### src/rtl/issue_ctrl.sv
// issue_ctrl: single-entry issue register between decode and execute.
// A 32-bit pending-write scoreboard blocks RAW/WAW hazards, the number of
// outstanding register writers is bounded by MAX_INFLIGHT, and a flush
// discards the issue register together with all scoreboard state.
module issue_ctrl #(
  parameter int MAX_INFLIGHT = 4
) (
  input  logic        clk,
  input  logic        rst,
  input  logic        dec_valid,
  output logic        dec_ready,
  input  logic [4:0]  dec_rs1,
  input  logic [4:0]  dec_rs2,
  input  logic [4:0]  dec_rd,
  input  logic        dec_use_rs1,
  input  logic        dec_use_rs2,
  input  logic        dec_wr_rd,
  output logic        iss_valid,
  input  logic        iss_ready,
  output logic [4:0]  iss_rs1,
  output logic [4:0]  iss_rs2,
  output logic [4:0]  iss_rd,
  output logic        iss_wr_rd,
  input  logic        wb_valid,
  input  logic [4:0]  wb_rd,
  input  logic        flush,
  output logic [31:0] pending,
  output logic [3:0]  inflight
);

  typedef enum logic {
    EMPTY = 1'b0,
    FULL  = 1'b1
  } state_e;

  state_e      state_q, state_d;
  logic [31:0] pending_q, pending_d;
  logic [3:0]  inflight_q, inflight_d;
  logic [4:0]  issRs1_q, issRs1_d;
  logic [4:0]  issRs2_q, issRs2_d;
  logic [4:0]  issRd_q, issRd_d;
  logic        issWrRd_q, issWrRd_d;

  logic hazard;
  logic atLimit;
  logic accept;
  logic wbHit;
  logic setPend;

  // Hazard and writer-limit detection use only the registered scoreboard, so a
  // writeback in the same cycle never unblocks the decode instruction.
  always_comb begin
    hazard  = (dec_use_rs1 && (dec_rs1 != 5'd0) && pending_q[dec_rs1])
            | (dec_use_rs2 && (dec_rs2 != 5'd0) && pending_q[dec_rs2])
            | (dec_wr_rd   && (dec_rd  != 5'd0) && pending_q[dec_rd]);
    atLimit = dec_wr_rd && (dec_rd != 5'd0) && (inflight_q == 4'(MAX_INFLIGHT));
    dec_ready = !flush && ((state_q == EMPTY) || iss_ready) && !hazard && !atLimit;
    accept  = dec_valid && dec_ready;
    wbHit   = wb_valid && (wb_rd != 5'd0) && pending_q[wb_rd];
    setPend = accept && dec_wr_rd && (dec_rd != 5'd0);
  end

  // Issue FSM next state: fill on accept, drain when execute takes with no refill.
  always_comb begin
    state_d = state_q;
    if (flush) begin
      state_d = EMPTY;
    end else begin
      case (state_q)
        EMPTY:   if (accept) state_d = FULL;
        FULL:    if (iss_ready && !accept) state_d = EMPTY;
        default: state_d = EMPTY;
      endcase
    end
  end

  // Scoreboard, writer count and issue-register next values; flush wins over all.
  always_comb begin
    pending_d  = pending_q;
    inflight_d = inflight_q;
    issRs1_d   = issRs1_q;
    issRs2_d   = issRs2_q;
    issRd_d    = issRd_q;
    issWrRd_d  = issWrRd_q;
    if (flush) begin
      pending_d  = 32'd0;
      inflight_d = 4'd0;
    end else begin
      if (wbHit) pending_d[wb_rd] = 1'b0;
      if (setPend) pending_d[dec_rd] = 1'b1;
      if (setPend && !wbHit) inflight_d = inflight_q + 4'd1;
      else if (wbHit && !setPend) inflight_d = inflight_q - 4'd1;
      if (accept) begin
        issRs1_d  = dec_rs1;
        issRs2_d  = dec_rs2;
        issRd_d   = dec_rd;
        issWrRd_d = dec_wr_rd;
      end
    end
    pending_d[0] = 1'b0;
  end

  // State register with asynchronous active-low reset.
  always_ff @(posedge clk or negedge rst) begin
    if (!rst) begin
      state_q    <= EMPTY;
      pending_q  <= 32'd0;
      inflight_q <= 4'd0;
      issRs1_q   <= 5'd0;
      issRs2_q   <= 5'd0;
      issRd_q    <= 5'd0;
      issWrRd_q  <= 1'b0;
    end else begin
      state_q    <= state_d;
      pending_q  <= pending_d;
      inflight_q <= inflight_d;
      issRs1_q   <= issRs1_d;
      issRs2_q   <= issRs2_d;
      issRd_q    <= issRd_d;
      issWrRd_q  <= issWrRd_d;
    end
  end

  assign iss_valid = (state_q == FULL);
  assign iss_rs1   = issRs1_q;
  assign iss_rs2   = issRs2_q;
  assign iss_rd    = issRd_q;
  assign iss_wr_rd = issWrRd_q;
  assign pending   = pending_q;
  assign inflight  = inflight_q;

endmodule

### config.mk
export PLATFORM = sky130hd
export DESIGN_NAME = issue_ctrl
export DESIGN_NICKNAME = d
export VERILOG_FILES = /design/src/rtl/issue_ctrl.sv
export SDC_FILE = /design/constraint.sdc
export NUM_CORES = 1
export LEC_CHECK = 0
export BUFFER_PORTS_ARGS = -buffer_cell sky130_fd_sc_hd__buf_2
export CAP_MARGIN = 25
export CELL_PAD_IN_SITES_DETAIL_PLACEMENT = 0
export CELL_PAD_IN_SITES_GLOBAL_PLACEMENT = 1
export CORE_MARGIN = 1.5
export CORE_UTILIZATION = 25
export DETAILED_ROUTE_END_ITERATION = 10
export HOLD_SLACK_MARGIN = 0.02
export PLACE_DENSITY = 0.65
export SETUP_SLACK_MARGIN = 0.1
export SYNTH_ARGS = -nofsm -noshare
export SYNTH_HDL_FRONTEND = slang
export SYNTH_SLANG_ARGS = --single-unit
### constraint.sdc
create_clock -name clk -period 3.16 [get_ports clk]
set_input_delay 0.158 -clock clk [delete_from_list [all_inputs] [get_ports clk]]
set_output_delay 0.158 -clock clk [all_outputs]
set_load 0.1 [all_outputs]
Word-level counts from Yosys, hierarchy flattened. Cells that the tools add are included.

Bits in read-only memories: 0. Flip-flop bits (word level): 52. Bits in writable memories: 0. Bits of input ports: 29. Latch bits: 0. Memories kept: 0.

Reduce and logical (&&, ||, !) cells: 33. Divide/modulo/power cells: 0. Bitwise operators: 7. Mux-type cells: 23. Eq/ne operators: 1. Order comparisons: 6. Multiply operators: 0. Shift operators: 0. Add/sub/neg operators: 2.

Operators by type and width (number): 2-to-1 mux 32 bit (4); bitwise AND 32 bit (1); NOT 32 bit (1); OR 32 bit (1); < comparator 5 x 6 -> 1 bit, second input constant (4); binary-select mux 1 bit (select 5 bit) (4); logical AND 1 bit (20); nonzero test 5 bit (4); 2-to-1 mux 4 bit (3); demux 1 bit (select 5 bit) (2); >= comparator 5 x 1 -> 1 bit, second input constant (2); 2-to-1 mux 1 bit (9); logical NOT 1 bit (6); adder 4 x 1 -> 4 bit, second input constant (1); equality test 4 x 3 -> 1 bit, second input constant (1); subtractor 4 x 1 -> 4 bit, second input constant (1); nonzero test 3 bit (1); NOT 1 bit (2); OR 1 bit (2); one-hot mux 1 bit (2 select lines) (1); AND reduction 2 bit (1); logical OR 1 bit (1).

Depth between registers and ports, before layout.
Depth in word-level cells: 16. Depth in mapped cells: 17. Gate-level depth less buffers: 13.

Worst setup path after synthesis. OpenSTA, ideal clock, no wires.

Path type: flip-flop to flip-flop. From: register pending_q[29], in the netlist pending[29]. To: register inflight_q[3], in the netlist inflight[3]. Period minus slack after synthesis: 3933 ps. Required time: 3089 ps. Library setup time: 71 ps. Buffers on the path: 2. Setup slack: -773 ps. Stages on the path, launching flop included: 16. Arrival: 3862 ps. Path through: dfrtp_1 mux4_2 and4b_1 a41oi_1 and3_1 buf_2 and4_1 buf_4 nand2_1 ha_1 a21o_1 a21o_1 nand2b_1 a211o_1 o41a_1 nand4_1.

Word-level cells in the longest chain between the ends: 14. Elaborated cells on any way between the ends: 27. Classes of those cells: mux: 10; bitwise: 2; reduce/logical: 15.

Ends and longest elaborated chain: from (decl) (line 37) `logic [31:0] pending_q, pending_d;`; from (signal assigned) (line 115) `pending_q <= pending_d;`; binary-select mux 1 bit (select 5 bit), on equally long branches (line 53, 54); 2-to-1 mux 1 bit, on equally long branches (line 53, 54); logical AND 1 bit, on equally long branches (line 53, 54); OR 1 bit (line 54) `| (dec_use_rs2 && (dec_rs2 != 5'd0) && pending_q[dec_rs2])`; OR 1 bit (line 55) `| (dec_wr_rd && (dec_rd != 5'd0) && pending_q[dec_rd]);`; logical NOT 1 bit (line 57) `dec_ready = !flush && ((state_q == EMPTY) || iss_ready) && !hazard && !atLimit;`; logical AND 1 bit (2 in a row) (line 57); logical AND 1 bit (line 58) `accept = dec_valid && dec_ready;`; logical AND 1 bit (2 in a row) (line 60) `setPend = accept && dec_wr_rd && (dec_rd != 5'd0);`; logical AND 1 bit or logical NOT 1 bit (tied branches) (line 91, 92); 2-to-1 mux 4 bit or logical AND 1 bit (tied branches) (line 91, 92); 2-to-1 mux 4 bit or nonzero test 3 bit (tied branches); to (signal assigned) (line 116) `inflight_q <= inflight_d;`; to (decl) (line 38) `logic [3:0] inflight_q, inflight_d;`.

Parallel ways exist; a longest one is shown, timed or not. The select of a mux whose other input is x is not followed. A chain may end at the register's enable or synchronous reset.

Worst setup path after layout.
From: register pending_q[20], in the netlist pending[20]. To: register inflight_q[3], in the netlist inflight[3].

Same word-level chain as after synthesis.

==> flow_metrics.env <==
export IMPL_status="completed"
export IMPL_io_pins=83
export IMPL_path_cells="mux4_2 -> and4b_1 -> a41oi_2 -> and3_1 -> and4_4 -> nand2_4 -> ha_4 -> a21o_1 -> a21o_1 -> nand2b_4 -> a211o_1 -> o41a_1 -> nand4_1"
export IMPL_crit_path_start_kind="flop"
export IMPL_slew_headroom_pct=45.6
export IMPL_cts_root_buf="clkbuf_16"
export IMPL_postRouteWirelength_mm=14.0
export IMPL_gp_congestion=0.896
export IMPL_cts_sinks=52
export IMPL_cp_arrival_ps=3300
export IMPL_seqPwrFrac_pct=32.9
export IMPL_mostFrequentLayoutCell="buf_2"
export IMPL_final_cell_area_um2=5040
export IMPL_core_area_um2=15300
export IMPL_peakVddDrop_v=0.000414
export IMPL_remaining_drc_errors=0
export IMPL_syn_num_nets=413
export IMPL_grt_pass1_wl_mm=21.9
export IMPL_drt_first_pass_iters=5
export IMPL_cpPeakStageDelay_ps=510
export IMPL_path_buf_inv=0
export IMPL_synthFlopType="dfrtp_1"
export IMPL_synth_seq_cells=52
export IMPL_drtIter0Drc=312
export IMPL_cp_slowest_cell="dfrtp_4"
export IMPL_rsz0062_at_grt="yes"
export IMPL_io_buffers=81
export IMPL_grt_total_usage_pct=17.5
export IMPL_grt_start_max_net_pins=41
export IMPL_yosysWarnings=0
export IMPL_syn_avg_cell_area_um2=10.3
export IMPL_path_class="flop to flop"
export IMPL_synthMuxAreaShare_pct=23.8
export IMPL_switchingPower_mw=1.09
export IMPL_synthDistinctLibCells=69
export IMPL_worst_pin_slew_ps=814
export IMPL_synth_edf_count=0
export IMPL_critPathCaptureType="flop"
export IMPL_first_global_vias=3710
export IMPL_synthAdderAreaFrac_pct=1.15
export IMPL_cts_made_buffers=5
export IMPL_placed_cell_area_um2=4780
export IMPL_seq_area_frac_synth_pct=33.2
export IMPL_finalSetupViolCount=0
export IMPL_n_antenna_cell=0
export IMPL_cp_required_ps=3390
export IMPL_final_hold_viol_count=0
export IMPL_clk_pin_slew_ps=80
export IMPL_cts_tree="yes"
export IMPL_final_max_slew_violation_count=0
export IMPL_crit_family="simple AND/OR/NAND/NOR gates"
export IMPL_power_frac_comb_pct=42.6
export IMPL_die_w_um=128
export IMPL_synth_top_family_by_area="multiplexers"
export IMPL_worstHoldPathType="input pin to flop"
export IMPL_async_flop_share_pct=100
export IMPL_rows=45
export IMPL_nets=510
export IMPL_die_h_um=128
export IMPL_layout_min_cycle_time_ps=3070
export IMPL_synth_compound_area_share_pct=17.4
export IMPL_syn_to_final_growth_pct=28.5
export IMPL_drive_gt1_share_pct=46.1
export IMPL_grt_antenna_before_repair=0
export IMPL_grt_overflow_total=0
export IMPL_netlist_instances=381
export IMPL_power_frac_clock_pct=24.5
export IMPL_num_fill_cells=1565
export IMPL_fmax_mhz=326
export IMPL_final_cell_mix="buf_2, buf_4, nand2_1, dfrtp_2"
export IMPL_fp_dieArea_um2=16500
export IMPL_drtAntennaViolNets=0
export IMPL_insertion_delay_ps=300
export IMPL_finalClockSkew_ps=9.53
export IMPL_worst_path_most_repeated_cell="a21o_1"
export IMPL_cts_buffer_depth=2
export IMPL_tns_ps=0
export IMPL_swShare_pct=46.2
export IMPL_fin_crit_sh_pct=97.1
export IMPL_place_hpwl_mm=10.4
export IMPL_cellLeakagePower_nw=2.13
export IMPL_htreeDepth=2
export IMPL_wl_per_cell_um=20.3
export IMPL_drv_cap=0
export IMPL_crit_path_max_fanout=5
export IMPL_vias_per_cell=5.41
export IMPL_synthXorXnorAreaFrac_pct=0.797
export IMPL_initial_core_util_pct=25.7
export IMPL_synth_area_um2=3920
export IMPL_power_internal_mw=1.27
export IMPL_num_vias=3734
export IMPL_powerDensity_nw_per_um2=470
export IMPL_synth_simple_area_share_pct=17.7
[flip-flops by register name, indices dropped and copies added (netlist names)]
signal     flops
pending       31
iss_valid      1
iss_rd         5
iss_rs2        5
inflight       4
iss_rs1        5
iss_wr_rd      1
[cells by family (layout without fill, tap and decap cells)]
group	after synthesis	after routing
XOR/XNOR	2	2
AND/OR/NAND/NOR	123	123
AO/OA/AOI/OAI	94	94
adder cells (fa/ha/maj)	3	3
flip-flops	52	52
buffers and inverters	48	146
multiplexers	58	58
other	1	1
[per-stage QoR]
stage | util (%) | total power, mW | hold slack [ps] | instances | worst slack (ps)
2_1_floorplan | - | 1.58 | -138 | 381 | -308
3_3_place_gp | 31.3 | 1.77 | 366 | 675 | 10.0
3_5_place_dp | 31.3 | 1.78 | 370 | 675 | -70.9
4_1_cts | 32.6 | 2.37 | 44.5 | 688 | 69.0
5_1_grt | 33.0 | 2.46 | 107 | 690 | -58.2
6_report | 33.0 | 2.37 | 108 | 690 | 90.7
[power by group through the flow]
stage	logic, mW	registers, mW	clock network [mW]
after floorplan	0.295	1.29	0
after global placement	0.980	0.789	0
after detailed placement	0.984	0.793	0
after CTS	0.997	0.781	0.594
after global routing	1.05	0.790	0.623
final	1.01	0.780	0.579
[cells in the mapped netlist (all sizes together) (7+ instances only)]
library cell | instances | area share [%]
a21oi | 11 | 1.4
buf | 15 | 2.7
clkbuf | 16 | 1.5
dfrtp | 52 | 33
inv | 16 | 1.5
mux2 | 23 | 7.6
mux2i | 12 | 3.1
mux4 | 23 | 13
nand2 | 32 | 3.1
nand3 | 15 | 2.2
nand4 | 7 | 1.5
nor2 | 11 | 1.1
nor2b | 15 | 2.4
o211ai | 13 | 2.5
o21ai | 26 | 3.3
[area by class of cell]
type | count | area [um2] | area share [%]
inverters | 17 | 63.8 | 1.27
well taps | 211 | 264 | 5.24
repair buffers | 121 | 747 | 14.8
clock inverters | 3 | 22.5 | 0.447
flip-flops and latches | 52 | 1360 | 26.9
multi-input cells | 281 | 2460 | 48.9
clock buffers | 5 | 125 | 2.48
[what timing repair did]
action / CTS / global route
endpoints found under the hold margin: 0 / 16
pin swaps: 9 / 11
resized for setup: 4 / 11
setup buffers: 5 / 0
endpoints found under the setup margin: 1 / 4
cloned: 0 / 0
hold buffers: 0 / 1
[metal layers]
layer | vias up | global-route usage, % | part of all wire [%]
met5 | - | 0 | 0
met4 | 0 | 4.36 | 1.7
met3 | 19 | 3.51 | 8.5
met2 | 194 | 26.4 | 45
met1 | 1865 | 25.5 | 45
li1 | 1656 | - | -
[final timing paths]
path / startpoint / endpoint / slack [ps] / cells past startpoint
max: pending[20]$_DFF_PN0_ / inflight[3]$_DFFE_PN0P_ / 90 / 13
min: dec_wr_rd / iss_wr_rd$_DFFE_PN0P_ / 110 / 2
max reg2reg: pending[20]$_DFF_PN0_ / inflight[3]$_DFFE_PN0P_ / 90 / 13
min reg2reg: iss_rs2[4]$_DFFE_PN0P_ / iss_rs2[4]$_DFFE_PN0P_ / 490 / 1
max in group asynchronous: rst / iss_rd[4]$_DFFE_PN0P_ / 2270 / 3
min in group asynchronous: rst / pending[22]$_DFF_PN0_ / 330 / 2
Power figures use the tool's default switching activity.
